File: src/rtl/mem_access_unit_if.sv
// Request, data-bus and writeback signals of the MEM stage.
// master: the MEM-stage unit; slave: the EX/MEM register, data bus and WB side.
interface mem_access_unit_if #(
  parameter int ADDR_W = 64,
  parameter int DATA_W = 64
);
  logic                in_valid;
  logic                in_ready;
  logic [3:0]          in_op;
  logic [ADDR_W-1:0]   in_addr;
  logic [DATA_W-1:0]   in_wdata;
  logic                flush;

  logic                dbus_valid;
  logic [ADDR_W-1:0]   dbus_addr;
  logic [2:0]          dbus_size;
  logic [DATA_W/8-1:0] dbus_strobe;
  logic [DATA_W-1:0]   dbus_wdata;
  logic                dbus_data_ok;
  logic [DATA_W-1:0]   dbus_rdata;

  logic                out_valid;
  logic                out_ready;
  logic [DATA_W-1:0]   out_data;
  logic                out_misalign;

  modport master (
    input  in_valid, in_op, in_addr, in_wdata, flush,
    input  dbus_data_ok, dbus_rdata, out_ready,
    output in_ready, dbus_valid, dbus_addr, dbus_size, dbus_strobe, dbus_wdata,
    output out_valid, out_data, out_misalign
  );

  modport slave (
    output in_valid, in_op, in_addr, in_wdata, flush,
    output dbus_data_ok, dbus_rdata, out_ready,
    input  in_ready, dbus_valid, dbus_addr, dbus_size, dbus_strobe, dbus_wdata,
    input  out_valid, out_data, out_misalign
  );
endinterface

File: src/rtl/mem_access_unit.sv
// MEM-stage load/store sequencer; define MEM_MISALIGN_TRAP_EN to trap misaligned ops instead of issuing them.
// Latency: accept to out_valid is 1 cycle for pass-through/trap, 2 cycles plus bus wait states for loads/stores.
// Backpressure: in_ready only in IDLE or in DONE with out_ready; the result is held in DONE until out_ready.
module mem_access_unit #(
  parameter int ADDR_W = 64,
  parameter int DATA_W = 64
) (
  input logic               clk,
  input logic               reset_n,
  mem_access_unit_if.master bus
);
  localparam logic [3:0] OP_LB  = 4'd1;
  localparam logic [3:0] OP_LH  = 4'd2;
  localparam logic [3:0] OP_LW  = 4'd3;
  localparam logic [3:0] OP_LD  = 4'd4;
  localparam logic [3:0] OP_LBU = 4'd5;
  localparam logic [3:0] OP_LHU = 4'd6;
  localparam logic [3:0] OP_LWU = 4'd7;
  localparam logic [3:0] OP_SB  = 4'd8;
  localparam logic [3:0] OP_SH  = 4'd9;
  localparam logic [3:0] OP_SW  = 4'd10;
  localparam logic [3:0] OP_SD  = 4'd11;

  typedef enum logic [1:0] {S_IDLE, S_REQ, S_DONE, S_DRAIN} state_t;

  state_t            state_q;
  logic [3:0]        op_q;
  logic              dbus_valid_q;
  logic [ADDR_W-1:0] addr_q;
  logic [2:0]        size_q;
  logic [7:0]        strobe_q;
  logic [DATA_W-1:0] wdata_q;
  logic              out_valid_q;
  logic [DATA_W-1:0] out_data_q;
  logic              misalign_q;

  logic              in_ready;
  logic              accept;
  logic              is_load_d;
  logic              is_store_d;
  logic              trap_d;
  logic [2:0]        off_d;
  logic [2:0]        size_d;
  logic [3:0]        nbytes_d;
  logic [7:0]        strobe_d;
  logic [DATA_W-1:0] wdata_d;
  logic [DATA_W-1:0] rd_shift;
  logic [DATA_W-1:0] load_ext;

  assign in_ready = (state_q == S_IDLE) || ((state_q == S_DONE) && bus.out_ready);
  assign accept   = bus.in_valid && in_ready && !bus.flush;
  assign off_d    = bus.in_addr[2:0];

  always_comb begin
    is_load_d  = (bus.in_op >= OP_LB) && (bus.in_op <= OP_LWU);
    is_store_d = (bus.in_op >= OP_SB) && (bus.in_op <= OP_SD);
    size_d     = 3'd0;
    case (bus.in_op)
      OP_LH, OP_LHU, OP_SH: size_d = 3'd1;
      OP_LW, OP_LWU, OP_SW: size_d = 3'd2;
      OP_LD, OP_SD:         size_d = 3'd3;
      default:              size_d = 3'd0;
    endcase
    nbytes_d = 4'd1 << size_d;
    // Lanes past byte 7 simply drop out of the strobe.
    for (int i = 0; i < 8; i++) begin
      strobe_d[i] = is_store_d && (4'(i) >= {1'b0, off_d}) && (4'(i) < ({1'b0, off_d} + nbytes_d));
    end
    wdata_d = '0;
    if (is_store_d) begin
      wdata_d = (bus.in_op == OP_SD) ? bus.in_wdata : (bus.in_wdata << {off_d, 3'b000});
    end
  end

`ifdef MEM_MISALIGN_TRAP_EN
  assign trap_d = (is_load_d || is_store_d) && (|(off_d & (nbytes_d[2:0] - 3'd1)));
`else
  assign trap_d = 1'b0;
`endif

  // Zero-filling shift makes lanes beyond byte 7 read as 0 for misaligned loads.
  assign rd_shift = bus.dbus_rdata >> {addr_q[2:0], 3'b000};

  always_comb begin
    load_ext = rd_shift;
    case (op_q)
      OP_LB:   load_ext = {{56{rd_shift[7]}},  rd_shift[7:0]};
      OP_LH:   load_ext = {{48{rd_shift[15]}}, rd_shift[15:0]};
      OP_LW:   load_ext = {{32{rd_shift[31]}}, rd_shift[31:0]};
      OP_LBU:  load_ext = {56'd0, rd_shift[7:0]};
      OP_LHU:  load_ext = {48'd0, rd_shift[15:0]};
      OP_LWU:  load_ext = {32'd0, rd_shift[31:0]};
      default: load_ext = rd_shift;
    endcase
  end

  always_ff @(posedge clk or negedge reset_n) begin
    if (!reset_n) begin
      state_q      <= S_IDLE;
      op_q         <= '0;
      dbus_valid_q <= 1'b0;
      addr_q       <= '0;
      size_q       <= '0;
      strobe_q     <= '0;
      wdata_q      <= '0;
      out_valid_q  <= 1'b0;
      out_data_q   <= '0;
      misalign_q   <= 1'b0;
    end else begin
      case (state_q)
        S_IDLE, S_DONE: begin
          if (bus.flush) begin
            state_q     <= S_IDLE;
            out_valid_q <= 1'b0;
            misalign_q  <= 1'b0;
          end else if (accept) begin
            op_q       <= bus.in_op;
            misalign_q <= trap_d;
            if ((is_load_d || is_store_d) && !trap_d) begin
              state_q      <= S_REQ;
              dbus_valid_q <= 1'b1;
              addr_q       <= bus.in_addr;
              size_q       <= size_d;
              strobe_q     <= strobe_d;
              wdata_q      <= wdata_d;
              out_valid_q  <= 1'b0;
            end else begin
              state_q     <= S_DONE;
              out_valid_q <= 1'b1;
              out_data_q  <= trap_d ? bus.in_addr[DATA_W-1:0] : bus.in_wdata;
            end
          end else if ((state_q == S_DONE) && bus.out_ready) begin
            state_q     <= S_IDLE;
            out_valid_q <= 1'b0;
            misalign_q  <= 1'b0;
          end
        end
        S_REQ: begin
          if (bus.dbus_data_ok) begin
            dbus_valid_q <= 1'b0;
            if (bus.flush) begin
              state_q <= S_IDLE;
            end else begin
              state_q     <= S_DONE;
              out_valid_q <= 1'b1;
              out_data_q  <= (op_q >= OP_SB) ? '0 : load_ext;
            end
          end else if (bus.flush) begin
            state_q <= S_DRAIN;
          end
        end
        S_DRAIN: begin
          // The bus cannot be abandoned mid-transfer; wait out the response silently.
          if (bus.dbus_data_ok) begin
            dbus_valid_q <= 1'b0;
            state_q      <= S_IDLE;
          end
        end
        default: state_q <= S_IDLE;
      endcase
    end
  end

  assign bus.in_ready     = in_ready;
  assign bus.dbus_valid   = dbus_valid_q;
  assign bus.dbus_addr    = addr_q;
  assign bus.dbus_size    = size_q;
  assign bus.dbus_strobe  = strobe_q;
  assign bus.dbus_wdata   = wdata_q;
  assign bus.out_valid    = out_valid_q;
  assign bus.out_data     = out_data_q;
  assign bus.out_misalign = misalign_q;
endmodule

File: src/flat_wrapper.sv
// flat-port wrapper written by rule: the top's interface ports become plain ports
module mem_access_unit_flat 
#(
  parameter int ADDR_W = 64,
  parameter int DATA_W = 64
)
  (clk, reset_n, bus_in_valid, bus_in_op, bus_in_addr, bus_in_wdata, bus_flush, bus_dbus_data_ok, bus_dbus_rdata, bus_out_ready, bus_in_ready, bus_dbus_valid, bus_dbus_addr, bus_dbus_size, bus_dbus_strobe, bus_dbus_wdata, bus_out_valid, bus_out_data, bus_out_misalign);
  mem_access_unit_if #(.ADDR_W(ADDR_W), .DATA_W(DATA_W)) bus_i ();
  input logic clk;
  input logic reset_n;
  input wire logic [$bits(bus_i.in_valid)-1:0] bus_in_valid;
  input wire logic [$bits(bus_i.in_op)-1:0] bus_in_op;
  input wire logic [$bits(bus_i.in_addr)-1:0] bus_in_addr;
  input wire logic [$bits(bus_i.in_wdata)-1:0] bus_in_wdata;
  input wire logic [$bits(bus_i.flush)-1:0] bus_flush;
  input wire logic [$bits(bus_i.dbus_data_ok)-1:0] bus_dbus_data_ok;
  input wire logic [$bits(bus_i.dbus_rdata)-1:0] bus_dbus_rdata;
  input wire logic [$bits(bus_i.out_ready)-1:0] bus_out_ready;
  output wire logic [$bits(bus_i.in_ready)-1:0] bus_in_ready;
  output wire logic [$bits(bus_i.dbus_valid)-1:0] bus_dbus_valid;
  output wire logic [$bits(bus_i.dbus_addr)-1:0] bus_dbus_addr;
  output wire logic [$bits(bus_i.dbus_size)-1:0] bus_dbus_size;
  output wire logic [$bits(bus_i.dbus_strobe)-1:0] bus_dbus_strobe;
  output wire logic [$bits(bus_i.dbus_wdata)-1:0] bus_dbus_wdata;
  output wire logic [$bits(bus_i.out_valid)-1:0] bus_out_valid;
  output wire logic [$bits(bus_i.out_data)-1:0] bus_out_data;
  output wire logic [$bits(bus_i.out_misalign)-1:0] bus_out_misalign;
  assign bus_i.in_valid = bus_in_valid;
  assign bus_i.in_op = bus_in_op;
  assign bus_i.in_addr = bus_in_addr;
  assign bus_i.in_wdata = bus_in_wdata;
  assign bus_i.flush = bus_flush;
  assign bus_i.dbus_data_ok = bus_dbus_data_ok;
  assign bus_i.dbus_rdata = bus_dbus_rdata;
  assign bus_i.out_ready = bus_out_ready;
  assign bus_in_ready = bus_i.in_ready;
  assign bus_dbus_valid = bus_i.dbus_valid;
  assign bus_dbus_addr = bus_i.dbus_addr;
  assign bus_dbus_size = bus_i.dbus_size;
  assign bus_dbus_strobe = bus_i.dbus_strobe;
  assign bus_dbus_wdata = bus_i.dbus_wdata;
  assign bus_out_valid = bus_i.out_valid;
  assign bus_out_data = bus_i.out_data;
  assign bus_out_misalign = bus_i.out_misalign;
  mem_access_unit #(.ADDR_W(ADDR_W), .DATA_W(DATA_W)) u_core (.clk(clk), .reset_n(reset_n), .bus(bus_i));
endmodule
File: config.mk
export PLATFORM = sky130hd
export DESIGN_NAME = mem_access_unit_flat
export DESIGN_NICKNAME = d
export VERILOG_FILES = /design/src/rtl/mem_access_unit_if.sv /design/src/rtl/mem_access_unit.sv /design/src/flat_wrapper.sv
export SDC_FILE = /design/constraint.sdc
export NUM_CORES = 1
export LEC_CHECK = 0
export ABC_AREA = 1
export CAP_MARGIN = 20
export CORE_ASPECT_RATIO = 1.5
export CORE_MARGIN = 1.5
export CORE_UTILIZATION = 45
export CTS_BUF_LIST = sky130_fd_sc_hd__clkbuf_16
export CTS_CLUSTER_DIAMETER = 60
export DETAILED_ROUTE_END_ITERATION = 12
export PLACE_DENSITY = 0.78
export SYNTH_ARGS = -nofsm -noshare
export SYNTH_HDL_FRONTEND = slang
export SYNTH_SLANG_ARGS = --single-unit
export TNS_END_PERCENT = 10
File: constraint.sdc
create_clock -name clk -period 5.35 [get_ports clk]
set_clock_uncertainty 0.15 [all_clocks]
set_input_delay 0.8025 -clock clk [delete_from_list [all_inputs] [get_ports clk]]
set_output_delay 0.8025 -clock clk [all_outputs]
set_load 0.005 [all_outputs]
==> flow_summary_export.csv <==
group,metric,value,unit
synthesis,synth.area.mux_share,0.0782,%
clock_network,insertion_delay,0.51,ns
clock_network,holdBufCountCts,0,
sta,setup_viol,0,
sta,fmax,0.305,GHz
die,rows,75,
layout,finalNonFillerCells,2537,
sta,maxSlewViolCount,0,
clock_network,cts_root_buffer,"clkbuf_16",
clock_network,post_cts_resized,0,
critical_path,critPathArrivalTime,3.58,ns
die,die_x,141,um
synthesis,synth_area,12800,um2
job,maxCapViolCount,0,
power,vdd_drop_max,0.000402,V
critical_path,critPathMaxFanout,37,
layout,syn2layout_area_growth,36.2,%
synthesis,yosys.area.top_type,"dfrtp_1",
grt,track_usage,37.5,%
synthesis,syn_area_per_cell,6.87,um2
clock_network,cts_tree,"yes",
sta,slew_headroom,27.4,%
power,power.density,484,nW/um2
clock_network,cts_buffers,21,
synthesis,yosysWarnings,0,
grt,grt_antenna_before_repair,0,
layout,final_layout_size_suffix_gt1_share,3.79,%
synthesis,synth-main-ff-cell,"dfrtp_1",
layout,layout_commonest_cell,"nand2_1",
sta,hold_viol,0,
layout,final_nets,2390,
synthesis,synth_compound_area_share,21.0,%
die,core_area,28000,um2
placement,hpwl,42100,um
critical_path,critPathLaunchType,"input port",
detailed_routing,drt-initial-drc-count,1345,
synthesis,synth_top_family_by_area,"simple AND/OR/NAND/NOR gates",
detailed_routing,firstDrtPassIters,8,
placement,port_buffers,406,
synthesis,synth_top_area_share,41.0,%
synthesis,synth.area.top_cells,"dfrtp_1 (41%), nand2_1 (20%), a21oi_1 (8.3%)",
sta,grt_setup_unrepaired,"no",
sta,fin_crit_sh,61.4,%
grt,grt_max_degree,113,
detailed_routing,postRouteAntennaNets,0,
clock_network,clock-sinks,210,
clock_network,cts.htree.levels,1,
grt,grt_overflow,0,
sta,tns,0,ns
clock_network,clk_pin_slew_worst_paths,0.06,ns
critical_path,critPathCaptureType,"flip-flop",
synthesis,ys_seq_area_share,41.0,%
detailed_routing,post-route-drc-count,0,
power,leakage,7.96,nW
synthesis,synthArstFlopShare,100,%
synthesis,synth-simple-area-share,29.7,%
synthesis,synthXorXnorAreaFrac,0.137,%
grt,grt_first_pass_wirelength,84000,um
layout,final_cell_mix,"nand2_1 (692), clkdlybuf4s50_1 (404), a21oi_1 (213), dfrtp_1 (209), o21ai_0 (154)",
sta,tightest_slew,1.09,ns
layout,fillers,2648,
die,num_io_pins,409,
die,initial_core_util,45.8,%
synthesis,synth_seq_cells,210,
die,die_area,29500,um2
critical_path,crit_required,5.64,ns
synthesis,netlist_instances,1865,
status,status,"finished clean",
detailed_routing,vias_per_cell,5.73,
sta,fin_crit,3.28,ns
synthesis,synth_edf_count,0,
grt,first_global_vias,14000,
layout,antenna_cells,0,
detailed_routing,vias,14500,
clock_network,cts_setup_buffers,0,
die,die_h,210,um
placement,dpl.cell_count,2502,
detailed_routing,totalWireLength,55900,um
clock_network,cts_max_path_buffers,3,
critical_path,critical_path_class,"in2reg",
placement,place.gp.congestion,0.981,
detailed_routing,post_drt_wl_per_cell,22.0,um
synthesis,synth_adder_area_share,0.840,%
worst_hold_path,min_path_type,"in2async",
synthesis,yosysUniqueCellTypes,46,
synthesized netlist by cell type, types with 10 or more instances:
cell type  count
nand3_1       73
o31ai_1       12
inv_1         55
buf_2         50
nand2_1      692
dfrtp_1      210
clkbuf_1      66
o211ai_1      41
buf_6         10
or2_2         12
o21ai_0      154
a21oi_1      213
nor2_1       150
inv_2         11
a22oi_1       16
kinds of logic (layout without fill, tap and decap cells):
| family | Yosys count | in the layout |
|---|---|---|
| and+or+nand+nor | 958 | 958 |
| AOI/OAI and AO/OA | 480 | 480 |
| DFF | 210 | 210 |
| buffers and inverters | 205 | 530 |
| adders and majority gates | 8 | 8 |
| xor gates and xnor gates | 2 | 2 |
| other | 1 | 2 |
| muxes | 1 | 1 |
state kept, by name, summed over array words and instances (netlist names):
name                    cells
u_core.bus.dbus_addr       64
u_core.bus.dbus_wdata      64
u_core.bus.out_data        64
u_core.bus.dbus_strobe      8
u_core.op_q                 4
u_core.bus.dbus_size        2
u_core.state_q              2
u_core.bus.dbus_valid       1
u_core.bus.out_valid        1
where the power goes:
group	total (W)	switching, W	internal (W)
logic	0.00441	0.00245	0.00196
clock network	0.00140	0.000639	0.000757
registers	0.00264	0.000439	0.00220
total	0.00845	0.00352	0.00492
routing by layer:
layer	track usage [%]	part of all wire [%]	vias to the layer above
li1	-	-	6753
met1	42.8	36	6758
met2	64.8	49	837
met3	4.63	7.3	196
met4	26.1	8.0	0
met5	0	0	-
worst paths after layout:
kind                       cells after the start  slack, ns                startpoint                         to
hold reg to reg                                2       0.32  u_core.bus.dbus_addr[59]   u_core.bus.dbus_addr[59]
max in group asynchronous                      2       3.66                   reset_n          u_core.state_q[1]
setup reg to reg                               8       2.40         u_core.state_q[0]  u_core.bus.dbus_wdata[38]
setup / recovery                              10       2.07              bus_in_op[3]  u_core.bus.dbus_wdata[38]
min in group clk                               2       0.32  u_core.bus.dbus_addr[59]   u_core.bus.dbus_addr[59]
hold / removal                                 1       0.27                   reset_n  u_core.bus.dbus_wdata[38]
critical path, stage by stage:
cell	delay [ns]
clkdlybuf4s50_1	0.51
inv_1	0.11
nor2_1	0.13
inv_1	0.24
nor2_2	0.17
buf_4	0.36
inv_1	0.42
a21oi_1	0.54
o21ai_0	0.18
nand2_1	0.10
metrics by stage:
step | instance area (um2) | setup slack, ns | hold WS, ns | power [W] | utilization, %
2_1_floorplan | 12800 | 2.61 | 0.315 | 0.00480 | -
5_1_grt | 17400 | 1.83 | 0.335 | 0.00897 | 62.4
3_5_place_dp | 16800 | 1.54 | 0.307 | 0.00701 | 60.1
6_report | 17400 | 2.07 | 0.269 | 0.00845 | 62.4
4_1_cts | 17400 | 2.05 | 0.322 | 0.00842 | 62.3
3_3_place_gp | 16800 | 1.63 | 0.302 | 0.00696 | 60.1
layout make-up:
class / count / area, um2 / share of cell area [%]
multi-input combinational: 1451 / 6640 / 38.0
tap: 346 / 433 / 2.48
inverter: 68 / 260 / 1.49
clock inverter: 13 / 82.6 / 0.473
sequential: 210 / 5260 / 30.1
clock buffer: 21 / 526 / 3.01
timing repair buffer: 428 / 4250 / 24.4
Note: power is estimated with default switching activity, not from simulation.
